==> config.mk <==
export PLATFORM = sky130hd
export DESIGN_NAME = stream_mux_rr
export DESIGN_NICKNAME = d
export VERILOG_FILES = /design/src/rtl/stream_mux_pkg.sv /design/src/rtl/stream_mux_rr_rr_arbiter.sv /design/src/rtl/stream_mux_rr.sv
export SDC_FILE = /design/constraint.sdc
export NUM_CORES = 1
export LEC_CHECK = 0
export ABC_AREA = 1
export ABC_CLOCK_PERIOD_IN_PS = 2500
export BUFFER_PORTS_ARGS = -buffer_cell sky130_fd_sc_hd__buf_2
export CORE_ASPECT_RATIO = 0.8
export CORE_UTILIZATION = 35
export CTS_BUF_LIST = sky130_fd_sc_hd__clkbuf_16
export DETAILED_ROUTE_END_ITERATION = 7
export HOLD_SLACK_MARGIN = 0.06
export PLACE_DENSITY = 0.72
export RECOVER_POWER = 50
export SLEW_MARGIN = 20
export SYNTH_ARGS = -nofsm -noshare
export SYNTH_HDL_FRONTEND = slang
export SYNTH_SLANG_ARGS = --single-unit
==> constraint.sdc <==
create_clock -name clk -period 2.5 [get_ports clk]
set_clock_uncertainty 0.1 [all_clocks]
set_input_delay 0.375 -clock clk [delete_from_list [all_inputs] [get_ports clk]]
set_output_delay 0.375 -clock clk [all_outputs]
set_load 0.02 [all_outputs]
==> src/rtl/stream_mux_pkg.sv <==
// Shared constants and helpers for the round-robin stream multiplexer.
package stream_mux_pkg;

  localparam int MODE_SEL = 0;
  localparam int MODE_RR  = 1;

  typedef enum logic {
    LK_OPEN = 1'b0,
    LK_PKT  = 1'b1
  } lock_state_e;

  // A single channel still needs a 1-bit select/channel field.
  function automatic int clog2_min1(input int n);
    return (n <= 2) ? 1 : $clog2(n);
  endfunction

endpackage

==> src/rtl/stream_mux_rr_rr_arbiter.sv <==
// Round-robin grant for the stream mux: the search starts just above the
// pointer, and an open packet pins the grant to its channel.
module rr_arbiter
  import stream_mux_pkg::*;
#(
  parameter  int NUM_CH = 4,
  localparam int CH_W   = clog2_min1(NUM_CH)
) (
  input  logic [NUM_CH-1:0] req,
  input  logic [CH_W-1:0]   pointer,
  input  logic              lock_en,
  input  logic [CH_W-1:0]   lock_ch,
  output logic [NUM_CH-1:0] gnt
);

  logic [CH_W-1:0] idx;
  logic            found;

  always_comb begin
    gnt   = '0;
    idx   = '0;
    found = 1'b0;
    if (lock_en) begin
      if (req[lock_ch]) gnt[lock_ch] = 1'b1;
    end else begin
      for (int i = 1; i <= NUM_CH; i++) begin
        idx = CH_W'((int'(pointer) + i) % NUM_CH);
        if (!found && req[idx]) begin
          gnt[idx] = 1'b1;
          found    = 1'b1;
        end
      end
    end
  end

endmodule

==> src/rtl/stream_mux_rr.sv <==
// N:1 valid/ready stream mux with registered output, external-select or
// round-robin arbitration, and packet locking.
//
// state   | meaning
// LK_OPEN | no packet in flight, any channel may be granted
// LK_PKT  | packet open on lock_ch, only that channel is granted until last
module stream_mux_rr
  import stream_mux_pkg::*;
#(
  parameter  int NUM_CH = 4,
  parameter  int DATA_W = 4,
  parameter  int MODE   = 1,
  localparam int CH_W   = clog2_min1(NUM_CH)
) (
  input  logic                     clk,
  input  logic                     rst_n,
  input  logic [CH_W-1:0]          sel,
  input  logic [NUM_CH-1:0]        in_valid,
  input  logic [NUM_CH-1:0]        in_last,
  input  logic [NUM_CH*DATA_W-1:0] in_data,
  output logic [NUM_CH-1:0]        in_ready,
  output logic                     out_valid,
  output logic [DATA_W-1:0]        out_data,
  output logic                     out_last,
  output logic [CH_W-1:0]          out_ch,
  input  logic                     out_ready
);

  logic              can_load;
  logic              xfer;
  logic [NUM_CH-1:0] grant;
  logic [CH_W-1:0]   gidx;
  logic [CH_W-1:0]   rr_ptr;
  logic [CH_W-1:0]   lock_ch;
  logic              lock_en;
  lock_state_e       lock_q;
  lock_state_e       lock_d;
  logic [DATA_W-1:0] ch_data [NUM_CH];

  for (genvar c = 0; c < NUM_CH; c++) begin : g_unpack
    assign ch_data[c] = in_data[c*DATA_W +: DATA_W];
  end

  assign can_load = !out_valid || out_ready;
  assign in_ready = can_load ? grant : '0;
  assign xfer     = |(in_valid & in_ready);

  if (MODE == MODE_RR) begin : g_rr
    logic unused_sel;
    assign unused_sel = ^sel;

    rr_arbiter #(.NUM_CH(NUM_CH)) u_arb (
      .req     (in_valid),
      .pointer (rr_ptr),
      .lock_en (lock_en),
      .lock_ch (lock_ch),
      .gnt     (grant)
    );
  end else begin : g_sel
    logic            unused_ptr;
    logic            sel_ok;
    logic [CH_W-1:0] sel_idx;

    assign unused_ptr = ^rr_ptr;

    if (NUM_CH == 1) begin : g_one
      logic unused_sel;
      assign unused_sel = ^sel;
      assign sel_ok     = 1'b1;
      assign sel_idx    = '0;
    end else begin : g_many
      assign sel_ok  = int'(sel) < NUM_CH;
      assign sel_idx = sel;
    end

    always_comb begin
      grant = '0;
      if (lock_en) begin
        if (in_valid[lock_ch]) grant[lock_ch] = 1'b1;
      end else if (sel_ok && in_valid[sel_idx]) begin
        grant[sel_idx] = 1'b1;
      end
    end
  end

  always_comb begin
    gidx = '0;
    for (int i = 0; i < NUM_CH; i++) begin
      if (grant[i]) gidx = CH_W'(i);
    end
  end

  always_ff @(posedge clk or negedge rst_n) begin
    if (!rst_n) lock_q <= LK_OPEN;
    else        lock_q <= lock_d;
  end

  always_comb begin
    lock_d = lock_q;
    if (xfer) lock_d = in_last[gidx] ? LK_OPEN : LK_PKT;
  end

  always_comb begin
    lock_en = (lock_q == LK_PKT);
  end

  // Pointer moves only on packet end so fairness is per packet, not per beat.
  always_ff @(posedge clk or negedge rst_n) begin
    if (!rst_n) begin
      lock_ch <= '0;
      rr_ptr  <= CH_W'(NUM_CH - 1);
    end else if (xfer) begin
      lock_ch <= gidx;
      if (in_last[gidx]) rr_ptr <= gidx;
    end
  end

  always_ff @(posedge clk or negedge rst_n) begin
    if (!rst_n) begin
      out_valid <= 1'b0;
      out_data  <= '0;
      out_last  <= 1'b0;
      out_ch    <= '0;
    end else if (can_load) begin
      out_valid <= xfer;
      if (xfer) begin
        out_data <= ch_data[gidx];
        out_last <= in_last[gidx];
        out_ch   <= gidx;
      end
    end
  end

endmodule
== Word level (Yosys, flattened, before mapping) ==
Index checks and enable logic that the tools add are counted.
Cells by class
  add/sub/neg operators: 4
  $lt $le $gt $ge: 12
  multiplexer cells: 45
  bitwise operators: 5
  reductions and logical operators: 16
Operators with widths (number)
  $mux 4: 12
  $mux 1: 19
  $lt 2x3->1 const B: 6
  $bmux 1 s2: 6
  $or 4x4->4: 3
  $demux 1 s2: 5
  $ge 2x1->1 const B: 5
  $bmux 4 s2: 1
  $logic_and 1x1->1: 8
  $add 2x1->2 const B: 2
  $add 2x2->2 const B: 2
  $and 4x4->4: 1
  $logic_not 1->1: 4
  $mux 2: 2
  $reduce_and 2->1: 2
  $reduce_or 4->1: 1
  $ge 3x3->1 const B: 1
  $not 2->3: 1
  $logic_or 1x1->1: 1
Storage, ports and cells
  register bits after elaboration: 13
  output and inout port bits: 12
  word-level logic and storage cells: 89

== Logic depth before layout (Yosys ltp) ==
Gate-level depths: netlist of run 1.
  depth after elaboration: 24
  depth in mapped cells: 20
  mapped depth without buffers: 19

== Cells and area by module ==
A second synthesis of run 1 with hierarchy kept.
Unflattened totals
  cell total of the unflattened synthesis: 202
  area, all modules: 1293.7 um^2
By module, submodules not included
  stream_mux_rr: instances 1, cells an instance 111, area an instance 789.5 um^2, seq. area each 327.8 um^2
  rr_arbiter: instances 1, cells an instance 91, area an instance 504.2 um^2, seq. area each 0.0 um^2

== Least setup slack after synthesis of run 1 ==
No wires, ideal clock.
  kind: reg2out
  start: register rr_ptr[0]
  end: output port in_ready[3]
  arrival time: 2.223 ns
  required time: 2.025 ns
  path slack: -0.198 ns
  stages on the path, launching flop included: 15
  path buffers: 1
  cells stage by stage: dfstp_2 > buf_6 > inv_6 > ha_1 > inv_1 > nand3_4 > nand2_4 > nand2_4 > nor2_4 > nand2_1 > nand3b_1 > nand2_2 > nand2_4 > inv_4 > nor2_1
Between the ends
  cells in the longest elaborated chain, start to end: 18
Ends and longest elaborated chain
  start, declared: RTL line stream_mux_rr.sv:33  | logic [CH_W-1:0] rr_ptr;
  start signal, assigned: RTL line stream_mux_rr.sv:111  | rr_ptr <= CH_W'(NUM_CH - 1);
  start signal, assigned: RTL line stream_mux_rr.sv:114  | if (in_last[gidx]) rr_ptr <= gidx;
  branches (longest 15 deep; another with $lt 2x3->1)
  $mux 4 (*): RTL line stream_mux_rr_rr_arbiter.sv:28  | if (!found && req[idx]) begin
  $mux 4 (*): RTL line stream_mux_rr_rr_arbiter.sv:23  | if (lock_en) begin
  $mux 4 (*): RTL line stream_mux_rr.sv:45  | assign in_ready = can_load ? grant : '0;
  end, declared: RTL line stream_mux_rr.sv:21  | output logic [NUM_CH-1:0] in_ready,
Every way passes the cells marked *. The select of a mux whose other input is x is not followed.

== Worst setup path in the final report of run 1 ==
  start: register rr_ptr[1]
  end: output port in_ready[3]
Same word-level chain as after synthesis.

==> flow_summary.toml, run 1 <==
[outcome]
status = "finished, violations left"
violations = "negative setup slack"

[clock_network]
clock_path_buffers = 2
cts_tree = "yes"
cts-root-buf = "clkbuf_16"
cts-htree-levels = 1
clkSlewWorstSetupHoldPaths_ns = 0.04
insertion_delay_ns = 0.24
cts.sinks = 13
cts-buffers-inserted = 3

[critical_path]
crit_path_max_incr_delay_ns = 0.53
worstSetupPathType = "register to output port"
crit_chain = "inv_2 -> ha_4 -> inv_4 -> nand3_2 -> nand2_4 -> nand2_2 -> nor2_4 -> nand2_1 -> nand3b_1 -> nand2_2 -> nand2_4 -> buf_6 -> inv_6 -> nor2_4 -> buf_6"
crit_fanout = 8
slowest_stage = "dfstp_2"
cp-end-kind = "output port"
cp_data_required_time_ns = 2.03
critPathLaunchType = "register"
worstPathArrival_ns = 2.23

[flow_run]
cap_violations = 0

[placed_design]
port_buffers = 38
dp.cells = 295
gp_congestion = 0.850
post_dp_cell_area_um2 = 1680
place_hpwl_um = 2610

[detailed_routing]
ant_nets = 0
wl_met1_um = 1740
drc = 0
dr.pass1.iters = 4
wl_per_cell_um = 12.2
dr.first_iter.drc_count = 101
wl_met2_um = 1780
totalWireLength_um = 3810
vias_per_cell = 4.92
routed-wl-met3_um = 206
topRoutingLayerUsed = "met4"
vias = 1535

[global_route]
grt_start_max_net_pins = 14
grt_pass1_wl_um = 5950
antenna_found_initial = 0
grtUsageTotal_pct = 18.7
gr-total-overflow = 0
grt_pass1_vias = 1350

[cells_and_area]
mostFrequentLayoutCell = "nand2_1"
num_antenna_cells = 0
fin_area_um2 = 2000
fin_util_pct = 56.7
finalNonFillerCells = 312
syn2layout_area_growth_pct = 50.3
final_cell_mix = "nand2_1, buf_2, inv_1, buf_4, nand3_1"
drive_above_1_share_pct = 41.1
nets = 308
final.fill_count = 322

[synth]
syn_avg_cell_area_um2 = 6.57
seq_area_frac_synth_pct = 24.7
synth_area_um2 = 1330
synth_cells = 202
synth_edf_count = 0
yosys_most_used_dff = "dfrtp_1"
yosys.area.top_type = "dfrtp_1"
syn-num-nets = 239
yosysWarnings = 0
synth.distinct_cells = 25
netlist.area_leader.share_pct = 20.7
synth-async-reset-ratio_pct = 100
ys_ff_latch = 13
netlist_top_cells_area = "dfrtp_1, nand2_1, nand3_1"

[sta]
rsz0062_at_grt = "yes"
hold_viol = 0
slew_viol_final = 0
slew_headroom_pct = 54.5
max_freq_mhz = 369
setup_violations = 14
fin_ws_ns = -0.206
worst_pin_slew_ns = 0.683
finalCritPeriodShare_pct = 108
period_minus_slack_ns = 2.71

[worst_hold_path]
hold_class = "register to register"

[die]
die_w_um = 70.9
ios = 41
core_region_area_um2 = 3520
initial_utilization_pct = 37.7
rows = 19
die_height_um = 57.1
die_area_um2 = 4040

[pwr]
p_per_area_nw_per_um2 = 1700
p_leak_nw = 1.11
p_total_w = 0.00339
max-vdd-ir-drop_mv = 0.962
layout make-up:
class | instances | area [um2] | area share [%]
clock buffers | 3 | 75.1 | 3.76
clock inverters | 1 | 3.75 | 0.188
inverters | 29 | 126 | 6.33
multi-input cells | 159 | 986 | 49.4
flip-flops and latches | 13 | 328 | 16.4
well taps | 42 | 52.6 | 2.63
repair buffers | 64 | 419 | 21.0
repair inverters | 1 | 5.00 | 0.251
kinds of logic (layout without fill, tap and decap cells):
group | Yosys count | in the layout | synth area share [%]
AND/OR/NAND/NOR | 137 | 138 | 52.0
adder cells (fa/ha/maj) | 8 | 8 | 7.54
buffers and inverters | 31 | 98 | 10.5
AO/OA/AOI/OAI | 13 | 13 | 5.28
flip-flops | 13 | 13 | 24.7
per-stage QoR:
step / setup WS (ns) / setup TNS [ns] / hold WS (ns)
global placement: -0.0177 / -0.0228 / 0.170
detailed placement: -0.0439 / -0.228 / 0.175
floorplan: 0.0880 / 0 / -0.0206
global route: -0.291 / -3.43 / 0.386
CTS: -0.181 / -0.920 / 0.376
finish: -0.206 / -1.40 / 0.372
path summary, 6_finish.rpt:
path                                         start                 endpoint  slack, ns  depth (start not counted)
max                          rr_ptr[1]$_DFFE_PN1P_              in_ready[3]      -0.21                         15
min                        out_data[3]$_DFFE_PN0P_  out_data[3]$_DFFE_PN0P_       0.37                          2
max reg2reg                  rr_ptr[0]$_DFFE_PN1P_    rr_ptr[1]$_DFFE_PN1P_      -0.11                         18
min reg2reg                out_data[3]$_DFFE_PN0P_  out_data[3]$_DFFE_PN0P_       0.37                          2
max in group asynchronous                    rst_n    out_ch[1]$_DFFE_PN0P_       1.28                          2
min in group asynchronous                    rst_n    out_ch[0]$_DFFE_PN0P_       0.58                          2
critical path: cells and delay by family (launching register included):
kind	cells	cell delay, ns
DFF	1	0.53
and+or+nand+nor	9	0.78
adders and majority gates	1	0.27
buffers and inverters	5	0.39
synthesized netlist by cell type, types with 2 or more instances:
| cell | count |
|---|---|
| nor2_4 | 3 |
| a21oi_1 | 7 |
| o21ai_1 | 2 |
| dfstp_2 | 2 |
| o21ai_0 | 2 |
| nand2_4 | 7 |
| nand4_1 | 2 |
| dfrtp_1 | 11 |
| nand3_1 | 26 |
| nor2_1 | 14 |
| nand3_4 | 2 |
| nand2_2 | 5 |
| nand3b_1 | 2 |
| inv_1 | 26 |
| buf_6 | 2 |
| ha_1 | 8 |
| nand2_1 | 73 |
power by group:
| part | internal [W] | switching [W] |
|---|---|---|
| clock network | 0.000211 | 0.0000885 |
| logic | 0.00111 | 0.00159 |
| registers | 0.000330 | 0.0000672 |
flip-flops by register name, summed over array words and instances, names as in the netlist:
register	cells
out_valid	1
out_last	1
out_ch	2
rr_ptr	2
lock_en	1
lock_ch	2
out_data	4
what timing repair did:
action | in CTS | in global routing
hold endpoints to repair | 11 | 0
pin swaps | 21 | 5
setup endpoints to repair | 15 | 17
gates resized for setup | 24 | 10
buffers inserted | 9 | 1
hold buffers | 1 | 0
cloned | 1 | 1
metal layers:
metal,vias to the layer above,global-route usage (%)
li1,775,-
met1,701,26.2
met2,47,29.7
met3,12,1.77
met4,0,8.29
met5,-,0
(Power assumes the default switching activity.)
==> inputs of run 2 (changes only) <==
- ABC_AREA: 1 -> unset
- CORE_UTILIZATION: 35 -> 30
- CTS_CLUSTER_SIZE: unset -> 8
- PLACE_DENSITY: 0.72 -> 0.65
==> run 2 against run 1 <==
Against the previous run: global-route usage decreased by 1.7 points; largest power group unchanged; setup slack got worse by 0.49 ns; power decreased by 2.9%; the flow still finishes with violations (negative setup slack); register-to-register slack got worse by 0.57 ns; worst hold slack improved by 0.017 ns; combinational power decreased by 4%; non-clock buffer count increased by 20; critical path depth decreased by 5.
==> flow_summary.toml, run 2 <==
[sta]
fin_hold_ws_ns = 0.389
setup_violations = 17
rsz0062_at_grt = "yes"
finalCritPeriodShare_pct = 128
hold_viol = 0
fin_ws_ns = -0.700
worst_pin_slew_ns = 0.714
max_freq_mhz = 312
period_minus_slack_ns = 3.20
slew_viol_final = 0
slew_headroom_pct = 52.4

[synth]
yosys_most_used_dff = "dfrtp_1"
yosysWarnings = 0
syn_avg_cell_area_um2 = 9.49
syn-num-nets = 176
synth_cells = 139
netlist.area_leader.share_pct = 20.9
synth.distinct_cells = 45
ys_ff_latch = 13
netlist_top_cells_area = "dfrtp_1, ha_1, a211oi_1"
synth_edf_count = 0
synth-async-reset-ratio_pct = 100
synth_area_um2 = 1320
yosys.area.top_type = "dfrtp_1"
seq_area_frac_synth_pct = 24.9
netlist_top_cells_count = "a211oi_1, dfrtp_1, inv_1, nand2_1, ha_1"

[critical_path]
crit_fanout = 5
reg2reg_slack_ns = -0.68
endpoint = "in_ready[2]"
rr_worst_depth = 10
slowest_stage = "mux4_2"
crit_path_max_incr_delay_ns = 0.55
cpLargestDelayFamily = "multiplexers"
cp_data_required_time_ns = 2.03
worstPathArrival_ns = 2.73
cp-end-kind = "output port"
critPathLaunchType = "register"
worstReg2RegEnd = "out_last$_DFFE_PN0P_"
worstSetupPathType = "register to output port"
path_depth = 10
crit_chain = "inv_2 -> ha_4 -> mux4_2 -> buf_6 -> nor3_4 -> a41oi_1 -> o31ai_2 -> buf_4 -> and2_2 -> buf_2"
timing.rr.start = "rr_ptr[1]$_DFFE_PN1P_"
startpoint = "rr_ptr[1]$_DFFE_PN1P_"
timing.critical_path.buf_inv = 4

[global_route]
grt_pass1_wl_um = 6160
gr-total-overflow = 0
grtUsageTotal_pct = 17.0
grt_start_max_net_pins = 14
grt_pass1_vias = 1286
antenna_found_initial = 0

[clock_network]
insertion_delay_ns = 0.24
cts-htree-levels = 1
cts.sinks = 13
cts-root-buf = "clkbuf_16"
clkSlewWorstSetupHoldPaths_ns = 0.04
cts-buffers-inserted = 3
clock_path_buffers = 2
cts_tree = "yes"

[placed_design]
dp_slack_ns = -0.686
gp_congestion = 0.953
post_dp_cell_area_um2 = 1830
port_buffers = 38
place_hpwl_um = 2970

[detailed_routing]
vias = 1472
ant_nets = 0
drc = 0
vias_per_cell = 5.29
wl_per_cell_um = 15.0
dr.pass1.iters = 4
dr.first_iter.drc_count = 66
totalWireLength_um = 4180

[pwr]
max-vdd-ir-drop_mv = 0.909
seqPwrFrac_pct = 12.2
p_leak_nw = 1.01
combinationalPowerShare_pct = 79.0
intPower_w = 0.00189
p_per_area_nw_per_um2 = 1580
p_total_w = 0.00330
clockPowerShare_pct = 8.8
p_switching_w = 0.00140
p_sw_share_pct = 42.5

[outcome]
violations = "negative setup slack"
status = "finished, violations left"

[die]
die_w_um = 76.1
die_area_um2 = 4670
core_region_area_um2 = 4200
die_height_um = 61.3
ios = 41
initial_utilization_pct = 31.4
rows = 21

[cells_and_area]
nets = 259
fin_area_um2 = 2090
final_cell_mix = "buf_4, buf_2, dfrtp_1, buf_6, nand2_1"
drive_above_1_share_pct = 53.4
regMostFlops = "out_data"
fin_util_pct = 49.8
syn2layout_area_growth_pct = 58.6
num_antenna_cells = 0
mostFrequentLayoutCell = "buf_4"
largest_reg_flops = 4

[worst_hold_path]
hold_class = "primary input to register"

[flow_run]
cap_violations = 0
run 2: worst min-delay path, cell delays in order:
cell	delay, ns
buf_2	0.07
nand2_1	0.04
o31ai_1	0.07
mux2_4	0.14
run 2: power groups by stage:
stage               clock network [W]  registers (W)  logic (W)
finish                       0.000291       0.000401    0.00260
global route                 0.000309       0.000414    0.00279
CTS                          0.000299       0.000399    0.00247
detailed placement                  0       0.000397    0.00213
global placement                    0       0.000396    0.00212
floorplan                           0       0.000493    0.00136
run 2: cells by family (layout without fill, tap and decap cells):
| kind of cell | after synthesis | in the layout | share of synthesized area [%] |
|---|---|---|---|
| multiplexers | 15 | 15 | 16.9 |
| AO/OA/AOI/OAI | 50 | 50 | 29.4 |
| adder cells (fa/ha/maj) | 8 | 8 | 7.59 |
| buffers and inverters | 16 | 98 | 6.55 |
| flip-flops | 13 | 13 | 24.9 |
| AND/OR/NAND/NOR | 37 | 37 | 14.7 |
run 2: how the worst min path moves through the flow:
stage / startpoint / to / slack, ns / cells after the start
5_1_grt: in_data[15] / out_data[3]$_DFFE_PN0P_ / 0.42 / 4
3_3_place_gp: rst_n / out_data[0]$_DFFE_PN0P_ / 0.17 / 1
6_report: in_data[15] / out_data[3]$_DFFE_PN0P_ / 0.39 / 4
4_1_cts: in_data[15] / out_data[3]$_DFFE_PN0P_ / 0.38 / 4
3_5_place_dp: rst_n / out_data[0]$_DFFE_PN0P_ / 0.17 / 1
2_1_floorplan: rst_n / lock_ch[0]$_DFFE_PN0P_ / -0.02 / 0
run 2: cell type report:
class,count,area (um2)
multi-input combinational,110,995
fill,380,2110
sequential,13,328
inverter,10,37.5
tap,57,71.3
clock buffer,3,75.1
clock inverter,1,3.75
timing repair buffer,84,582
run 2: stage by stage:
step / TNS (ns) / cells
floorplan: -13.47 / 139
global placement: -8.67 / 264
detailed placement: -9.62 / 264
CTS: -10.90 / 277
global route: -11.53 / 278
finish: -10.22 / 278
run 2: layer usage:
metal | track usage [%] | wire length [um]
met1 | 23.0 | 1930
met2 | 28.4 | 2020
met3 | 4.15 | 218
met4 | 3.02 | 12
met5 | 0 | 0
run 2: what timing repair did:
item / CTS / global route
endpoints found under the setup margin: 17 / 17
gates resized for setup: 22 / 8
hold endpoints to repair: 11 / 0
pin swaps: 5 / 5
hold buffers: 1 / 0
buffers inserted: 7 / 1
cloned: 1 / 0
